[src/rtl/e_cpu_io_bridge.sv]
// CPU-side end of the east-edge CPU I/O tile link.
// Frames a request onto the operand lanes and collects byte result beats.
module e_cpu_io_bridge #(
    parameter int TIMEOUT_CYCLES = 255,
    parameter int FUNCT_W        = 3
) (
    input  logic               CLK,
    input  logic               resetn,
    input  logic               req_valid,
    output logic               req_ready,
    input  logic [FUNCT_W-1:0] req_funct,
    input  logic [31:0]        req_op_a,
    input  logic [31:0]        req_op_b,
    output logic               rsp_valid,
    input  logic               rsp_ready,
    output logic [31:0]        rsp_data,
    output logic               rsp_timeout,
    output logic [3:0]         OPA_O,
    output logic [3:0]         OPB_O,
    input  logic [3:0]         RES0_I,
    input  logic [3:0]         RES1_I,
    input  logic [3:0]         RES2_I
);

    typedef enum logic [2:0] {
        IDLE = 3'd0,
        HDR  = 3'd1,
        SEND = 3'd2,
        WAIT = 3'd3,
        RESP = 3'd4
    } state_t;

    localparam logic [15:0] TMO_LAST = 16'(TIMEOUT_CYCLES - 1);

    state_t      state_q, state_d;
    logic [31:0] a_q, a_d;
    logic [31:0] b_q, b_d;
    logic [2:0]  beat_q, beat_d;
    logic [1:0]  byte_q, byte_d;
    logic [15:0] tmo_q, tmo_d;
    logic [23:0] res_q, res_d;
    logic [3:0]  opa_q, opa_d;
    logic [3:0]  opb_q, opb_d;
    logic        req_ready_q, req_ready_d;
    logic        rsp_valid_q, rsp_valid_d;
    logic [31:0] rsp_data_q, rsp_data_d;
    logic        rsp_tmo_q, rsp_tmo_d;

    logic unused_res2;
    assign unused_res2 = &{1'b0, RES2_I[3:1]};

    always_comb begin
        state_d     = state_q;
        a_d         = a_q;
        b_d         = b_q;
        beat_d      = beat_q;
        byte_d      = byte_q;
        tmo_d       = tmo_q;
        res_d       = res_q;
        opa_d       = 4'h0;
        opb_d       = 4'h0;
        rsp_valid_d = rsp_valid_q;
        rsp_data_d  = rsp_data_q;
        rsp_tmo_d   = rsp_tmo_q;
        unique case (state_q)
            IDLE: begin
                if (req_valid && req_ready_q) begin
                    a_d     = req_op_a;
                    b_d     = req_op_b;
                    opa_d   = {1'b1, req_funct[2:0]};
                    state_d = HDR;
                end
            end
            HDR: begin
                opa_d   = a_q[3:0];
                opb_d   = b_q[3:0];
                a_d     = a_q >> 4;
                b_d     = b_q >> 4;
                beat_d  = 3'd0;
                state_d = SEND;
            end
            SEND: begin
                if (beat_q == 3'd7) begin
                    tmo_d   = 16'd0;
                    byte_d  = 2'd0;
                    state_d = WAIT;
                end else begin
                    opa_d  = a_q[3:0];
                    opb_d  = b_q[3:0];
                    a_d    = a_q >> 4;
                    b_d    = b_q >> 4;
                    beat_d = beat_q + 3'd1;
                end
            end
            WAIT: begin
                // A final beat landing on the timeout cycle still completes.
                if (RES2_I[0] && byte_q == 2'd3) begin
                    rsp_data_d  = {RES1_I, RES0_I, res_q};
                    rsp_tmo_d   = 1'b0;
                    rsp_valid_d = 1'b1;
                    state_d     = RESP;
                end else begin
                    if (RES2_I[0]) begin
                        res_d[{byte_q, 3'b000} +: 8] = {RES1_I, RES0_I};
                        byte_d = byte_q + 2'd1;
                    end
                    if (tmo_q == TMO_LAST) begin
                        rsp_data_d  = 32'h0;
                        rsp_tmo_d   = 1'b1;
                        rsp_valid_d = 1'b1;
                        state_d     = RESP;
                    end else begin
                        tmo_d = tmo_q + 16'd1;
                    end
                end
            end
            RESP: begin
                if (rsp_ready) begin
                    rsp_valid_d = 1'b0;
                    state_d     = IDLE;
                end
            end
            default: state_d = IDLE;
        endcase
        req_ready_d = (state_d == IDLE);
    end

    always_ff @(posedge CLK or negedge resetn) begin
        if (!resetn) begin
            state_q     <= IDLE;
            a_q         <= 32'h0;
            b_q         <= 32'h0;
            beat_q      <= 3'd0;
            byte_q      <= 2'd0;
            tmo_q       <= 16'd0;
            res_q       <= 24'h0;
            opa_q       <= 4'h0;
            opb_q       <= 4'h0;
            req_ready_q <= 1'b1;
            rsp_valid_q <= 1'b0;
            rsp_data_q  <= 32'h0;
            rsp_tmo_q   <= 1'b0;
        end else begin
            state_q     <= state_d;
            a_q         <= a_d;
            b_q         <= b_d;
            beat_q      <= beat_d;
            byte_q      <= byte_d;
            tmo_q       <= tmo_d;
            res_q       <= res_d;
            opa_q       <= opa_d;
            opb_q       <= opb_d;
            req_ready_q <= req_ready_d;
            rsp_valid_q <= rsp_valid_d;
            rsp_data_q  <= rsp_data_d;
            rsp_tmo_q   <= rsp_tmo_d;
        end
    end

    assign req_ready   = req_ready_q;
    assign rsp_valid   = rsp_valid_q;
    assign rsp_data    = rsp_data_q;
    assign rsp_timeout = rsp_tmo_q;
    assign OPA_O       = opa_q;
    assign OPB_O       = opb_q;

endmodule
[config.mk]
export PLATFORM = sky130hd
export DESIGN_NAME = e_cpu_io_bridge
export DESIGN_NICKNAME = d
export VERILOG_FILES = /design/src/rtl/e_cpu_io_bridge.sv
export SDC_FILE = /design/constraint.sdc
export NUM_CORES = 1
export LEC_CHECK = 0
export CAP_MARGIN = 10
export CORE_MARGIN = 1
export CORE_UTILIZATION = 48
export CTS_CLUSTER_SIZE = 25
export DETAILED_ROUTE_END_ITERATION = 16
export PLACE_DENSITY = 0.75
export SKIP_CTS_REPAIR_TIMING = 1
export SLEW_MARGIN = 15
export SYNTH_ARGS = -nofsm -noshare
export SYNTH_HDL_FRONTEND = slang
export SYNTH_SLANG_ARGS = --single-unit
export TNS_END_PERCENT = 30
[constraint.sdc]
create_clock -name CLK -period 1.85 [get_ports CLK]
set_clock_uncertainty 0.1 [all_clocks]
set_input_delay 0.37 -clock CLK [delete_from_list [all_inputs] [get_ports CLK]]
set_output_delay 0.37 -clock CLK [all_outputs]
set_load 0.05 [all_outputs]
-- After elaboration in Yosys (flattened, before gate mapping)
Index checks and enable logic that the tools add are counted.
- output and inout bits: 43
- flip-flop bits (word level): 155
- equal/unequal tests: 15
- bitwise gates (word level): 1
- shift-type cells: 2
- mux-type cells: 35
- reductions and logical operators: 16
- add/sub/neg operators: 4
- operators by type and width (cell ; number):
    $mux W32 ; 6
    $pmux W32 S3 ; 2
    $mux W16 ; 3
    $pmux W16 S2 ; 1
    $bwmux W24 ; 1
    $shift A8 B7 Y24 const A ; 1
    $shiftx A8 B7 Y24 ; 1
    $mux W3 ; 6
    $add A16 B1 Y16 const B ; 1
    $eq A16 B8 Y1 const B ; 1
    $pmux W3 S5 ; 1
    $ne A2 B2 Y1 const B ; 7
    $mux W4 ; 3
    $pmux W4 S3 ; 1
    $reduce_and A3 Y1 ; 3
    $pmux W4 S2 ; 1
    $reduce_and A4 Y1 ; 2
    $reduce_bool A2 Y1 ; 4
    $neg A5 Y7 ; 1
    $eq A3 B2 Y1 const B ; 2
    $eq A3 B3 Y1 const B ; 2
    $logic_not A3 Y1 ; 2
    $mux W2 ; 3
    $pmux W3 S2 ; 1
    other kinds (12) ; 17

-- Depth between registers and ports, before layout
Gate-level depths: netlist of the first run.
- depth after elaboration: 5
- gate-level depth with buffers: 7
- mapped depth without buffers: 6

-- Worst setup path before layout of the first run
OpenSTA, ideal clock, no wires.
- kind: reg2reg
- from: register beat_q[0]
- to: register a_q[28]
- arrival time: 1.708 ns
- required time: 1.614 ns
- path slack: -0.095 ns
- stages on the path, launching flop included: 7
- cell sequence: dfrtp_1 > ha_1 > ha_1 > o22ai_1 > buf_2 > nand2_1 > mux2i_1
- cells in the longest elaborated chain, start to end: 3
- RTL lines (what ; RTL line ; source):
    start: declaration ; 38 ; logic [2:0] beat_q, beat_d;
    start signal: assignment ; 147 ; beat_q <= beat_d;
    $eq A3 B3 Y1 ; 83 ; if (beat_q == 3'd7) begin
    $ne A2 B2 Y1 (no line) ; - ;
    $reduce_and A3 Y1 (no line) ; - ;
    end signal: assignment ; 131 ; a_q <= 32'h0;
    end signal: assignment ; 145 ; a_q <= a_d;
    end: declaration ; 36 ; logic [31:0] a_q, a_d;
Every way passes these cells.
A chain may end at the register's enable or synchronous reset.

-- Final worst setup path of the first run
- from: register tmo_q[10]
- to: register rsp_data_q[31], in the netlist rsp_data[31]
- cells in the longest elaborated chain, start to end: 3
- RTL lines (what ; RTL line ; source):
    start: declaration ; 40 ; logic [15:0] tmo_q, tmo_d;
    start signal: assignment ; 149 ; tmo_q <= tmo_d;
    $eq A16 B8 Y1 ; 107 ; if (tmo_q == TMO_LAST) begin
    $reduce_bool A2 Y1 (no line) ; - ;
    $reduce_and A2 Y1 (no line) ; - ;
    end signal: assignment ; 155 ; rsp_data_q <= rsp_data_d;
    end: declaration ; 46 ; logic [31:0] rsp_data_q, rsp_data_d;
Every way passes these cells.

==> results of run 1 <==
## area by class of cell
| type | instances | area, sq um | share of cell area (%) |
|---|---|---|---|
| Clock buffer | 18 | 439 | 4.53 |
| Clock inverter | 14 | 134 | 1.38 |
| Inverter | 14 | 53.8 | 0.556 |
| Sequential cell | 155 | 3880 | 40.1 |
| Multi-Input combinational cell | 447 | 3120 | 32.2 |
| Timing Repair Buffer | 189 | 1830 | 18.9 |
| Tap cell | 184 | 230 | 2.38 |
## placed cells by master, fill, tap and decap left out, drive strengths merged, types with 7 or more instances in the layout
cell type / synthesis / layout
clkbuf: 23 / 22
nand3: 24 / 24
nor2: 7 / 7
and2: 7 / 7
nand2b: 13 / 13
nand2: 81 / 81
ha: 9 / 9
o21ai: 14 / 14
a21oi: 63 / 63
a31oi: 56 / 56
inv: 14 / 19
clkdlybuf4s50: 0 / 78
buf: 26 / 106
dfrtp: 154 / 154
nor4: 7 / 7
a22o: 40 / 40
nor3: 7 / 7
mux2i: 78 / 78
## routing by layer
layer	global-route usage, %	part of all wire [%]
met5	0	0
met4	7.94	2.5
met3	5.33	4.3
met2	35.7	48
met1	30.3	45
## flip-flops by register name, indices dropped and copies added, names as in the netlist, 2 cells and up
name      cells
OPA_O         4
byte_q        2
state_q       3
tmo_q        16
b_q          32
a_q          32
beat_q        3
res_q        24
rsp_data     32
OPB_O         4
## worst reg2reg max path, delay by kind of cell (launching register included)
kind	cells	cell delay, ns
buffers and inverters	1	0.18
AND/OR/NAND/NOR	2	0.83
AO/OA/AOI/OAI	2	0.34
flip-flops	1	0.38
## metrics by stage
step           utilization [%]  power (uW)  hold WS [ns]  area (sq um)  std cells
2_1_floorplan                -       10400       -0.0256          7190        665
3_3_place_gp              60.7       12200        0.0710          8820        977
3_5_place_dp              60.7       12500        0.0714          8820        977
4_1_cts                   64.6       15900        -0.381          9390       1009
5_1_grt                   66.6       17800         0.204          9680       1021
6_report                  66.6       16800         0.202          9680       1021
## cell families after synthesis
| group | share of synthesized area (%) |
|---|---|
| buffers and inverters | 4.25 |
| adder cells (fa/ha/maj) | 1.57 |
| AND/OR/NAND/NOR | 12.2 |
| AO/OA/AOI/OAI | 16.8 |
| multiplexers | 11.0 |
| flip-flops | 54.1 |
## final timing paths
path | from | end | cells past startpoint
max | tmo_q[10] | rsp_data[31] | 5
min reg2reg | res_q[5] | res_q[5] | 2
max reg2reg | tmo_q[10] | rsp_data[31] | 5
min | resetn | rsp_data[11] | 2
max in group asynchronous | resetn | OPA_O[3] | 3
min in group CLK | res_q[5] | res_q[5] | 2
## power by group
group / switching, uW / internal, uW / leakage (uW) / total [uW]
logic: 4390 / 3730 / 0.00225 / 8120
registers: 706 / 4630 / 0.00194 / 5330
clock network: 1450 / 1910 / 0.000267 / 3360
total: 6550 / 10300 / 0.00446 / 16800
==> results.md, run 1 <==
- The flow ran to the end, but the final reports show violations.
- The final reports fail on negative setup slack.
- The via total after detailed routing is ~5900.
- The commonest cells after synthesis are dfrtp_1, nand2_1, mux2i_1.
- After filler insertion, the fill cell instance count of the layout stands at between 1000 and 1500.
- The achievable frequency is between 500 and 600 MHz.
- Entering global routing, the biggest net connects 71 pins.
- Once the floorplan was initialized, standard cells occupied just under 50% of the core.
- The routed via count divided by cell count is 5.76.
- The largest area contributor in the netlist is dfrtp_1.
- At the end of routability-driven placement, the weighted congestion stood at a little over 0.8.
- The count of warnings emitted by yosys is 0.
- The flip-flop and latch count after synthesis is 155.
- The count of input and output buffers is 122.
- The clock tree from TritonCTS is done.
- The detail route stage leaves a number of antenna-violating nets equal to 0.
- After clock tree synthesis, the clock-pin slew on the worst setup and hold paths is 0.06 ns.
- After layout, the worst setup slack is -0.0965 ns.
- In this run the static leakage power is 0.00446 uW.
- The largest single stage delay on the critical path is about 0.57 ns.
- For this design the top-level I/O count stands at around 130.
- The critical path required time is roughly 2 ns.
- Setup violations remaining at the end of the flow were counted as 48.
- The number of global-route vias before repair is about 5700.
- The number of max-cap violations is 0.
- The total track usage is a little under a quarter.
- The capturing element type of the critical path is a flip-flop.
- The detailed router finished its first iteration with about 500 violations.
- Counting the buffers created by CTS gives 17.
- The proportion of layout cells with a drive suffix above 1 is roughly a fifth.
- The most instantiated library cell after synthesis is dfrtp_1.
- Walking the worst path, the cells encountered are or4_4, nor4_4, a21oi_2, buf_12, a22o_1.
- The worst supply voltage drop on vdd is 0.937 mV.
- The flop-to-flop setup slack is -0.1 ns.
- For the finished layout, the period the worst path requires is slightly below 2 ns.
- Setup repair after global routing could not meet its margin everywhere.
- The floorplan die width is between 100 and 150 um.
- The level count of the clock H-tree is 4.
- The initial antenna violation count is 0.
- The number of remaining DRC errors is 0.
- The critical path class is flip-flop to flip-flop.
- After synthesis, the mean cell area works out to between 10 and 15 sq um.
- The max-slew violation total from the final report was 0.
- Synthesis handed over a netlist of approximately 670 instances.
- In the synthesized netlist the dominant register cell turns out to be dfrtp_1.
- In this run the standard cell core region covers approximately 15000 sq um.
- The standard-cell row count is 44.
- The number of buffers on the longest clock path is 2.
- The distinct cell type count after synthesis is 50.
- The overall die area is around 15000 sq um.
- The max-slew headroom at the worst pin is 72.9%.
- The worst slack at placement is -0.182 ns.
- The first-pass detailed-route iteration total is 5.
- The total length of routed wires is between 15 and 20 mm.
- The wire length of the first global-routing pass is 28.1 mm.
- Summing every instance area after synthesis gives between 7000 and 8000 sq um.
- The vertical extent of the die is 124 um.
- Power spread over the standard cell area amounts to 1740 nW/um^2.
- In this run the worst hold path is classified as input pin to asynchronous set/reset pin.
- The number of enable flip-flop cells after synthesis is 0.
- The CTS root buffer is clkbuf_16.
- After layout, the worst path uses 105% of the clock period.
- At the worst endpoint, the arrival time is approximately 2.2 ns.
- Adding up every negative setup slack in the final design gives -2.99 ns.
- The count of nets after finishing is between 900 and 1000.
- The worst-skew pair later-pin latency is roughly 0.42 ns.
- On the critical path, the stage with the largest delay is an instance of or4_4.
- The buffering stage count on the worst path with inverters included is 1.
- By area the synthesized netlist is led by dfrtp_1, mux2i_1, a22o_1.
- The synthesized netlist net count is approximately 760.
- The fraction of synthesized cell area taken by the top area cell type is 53.7%.
- The critical-path maximum fanout is 32.
- The share of flip-flops with an asynchronous set or reset after synthesis is 100%.
- The layout overhead on the synthesized area is 35.0%.
- The routed wire length per instance is around 17 um.
- The transition time at the pin with the least slew margin is ~0.40 ns.
- The kind of cell with the highest combined delay on the critical path is simple AND/OR/NAND/NOR gates.
- The detailed placer's ending HPWL is between 10 and 15 mm.
- The critical path launch point type is a flip-flop.
- The total congestion overflow after global routing is 0.
- Of the synthesized area, sequential elements account for roughly 54%.
- The count of final hold-check violations is 0.
- The number of inserted diodes is 0.
- The CTS sink count is around 160.
(Power assumes the default switching activity.)
==> inputs of run 2 (changes only) <==
--- a/config.mk
+++ b/config.mk
@@ -5,11 +5,13 @@
 export SDC_FILE = /design/constraint.sdc
 export NUM_CORES = 1
 export LEC_CHECK = 0
+export ABC_CLOCK_PERIOD_IN_PS = 1850
 export CAP_MARGIN = 10
 export CORE_MARGIN = 1
 export CORE_UTILIZATION = 48
 export CTS_CLUSTER_SIZE = 25
 export DETAILED_ROUTE_END_ITERATION = 16
+export GPL_TIMING_DRIVEN = 1
 export PLACE_DENSITY = 0.75
 export SKIP_CTS_REPAIR_TIMING = 1
 export SLEW_MARGIN = 15
==> results of run 2 <==
No change in the layout: final DEF, timing and power equal those of run 1.
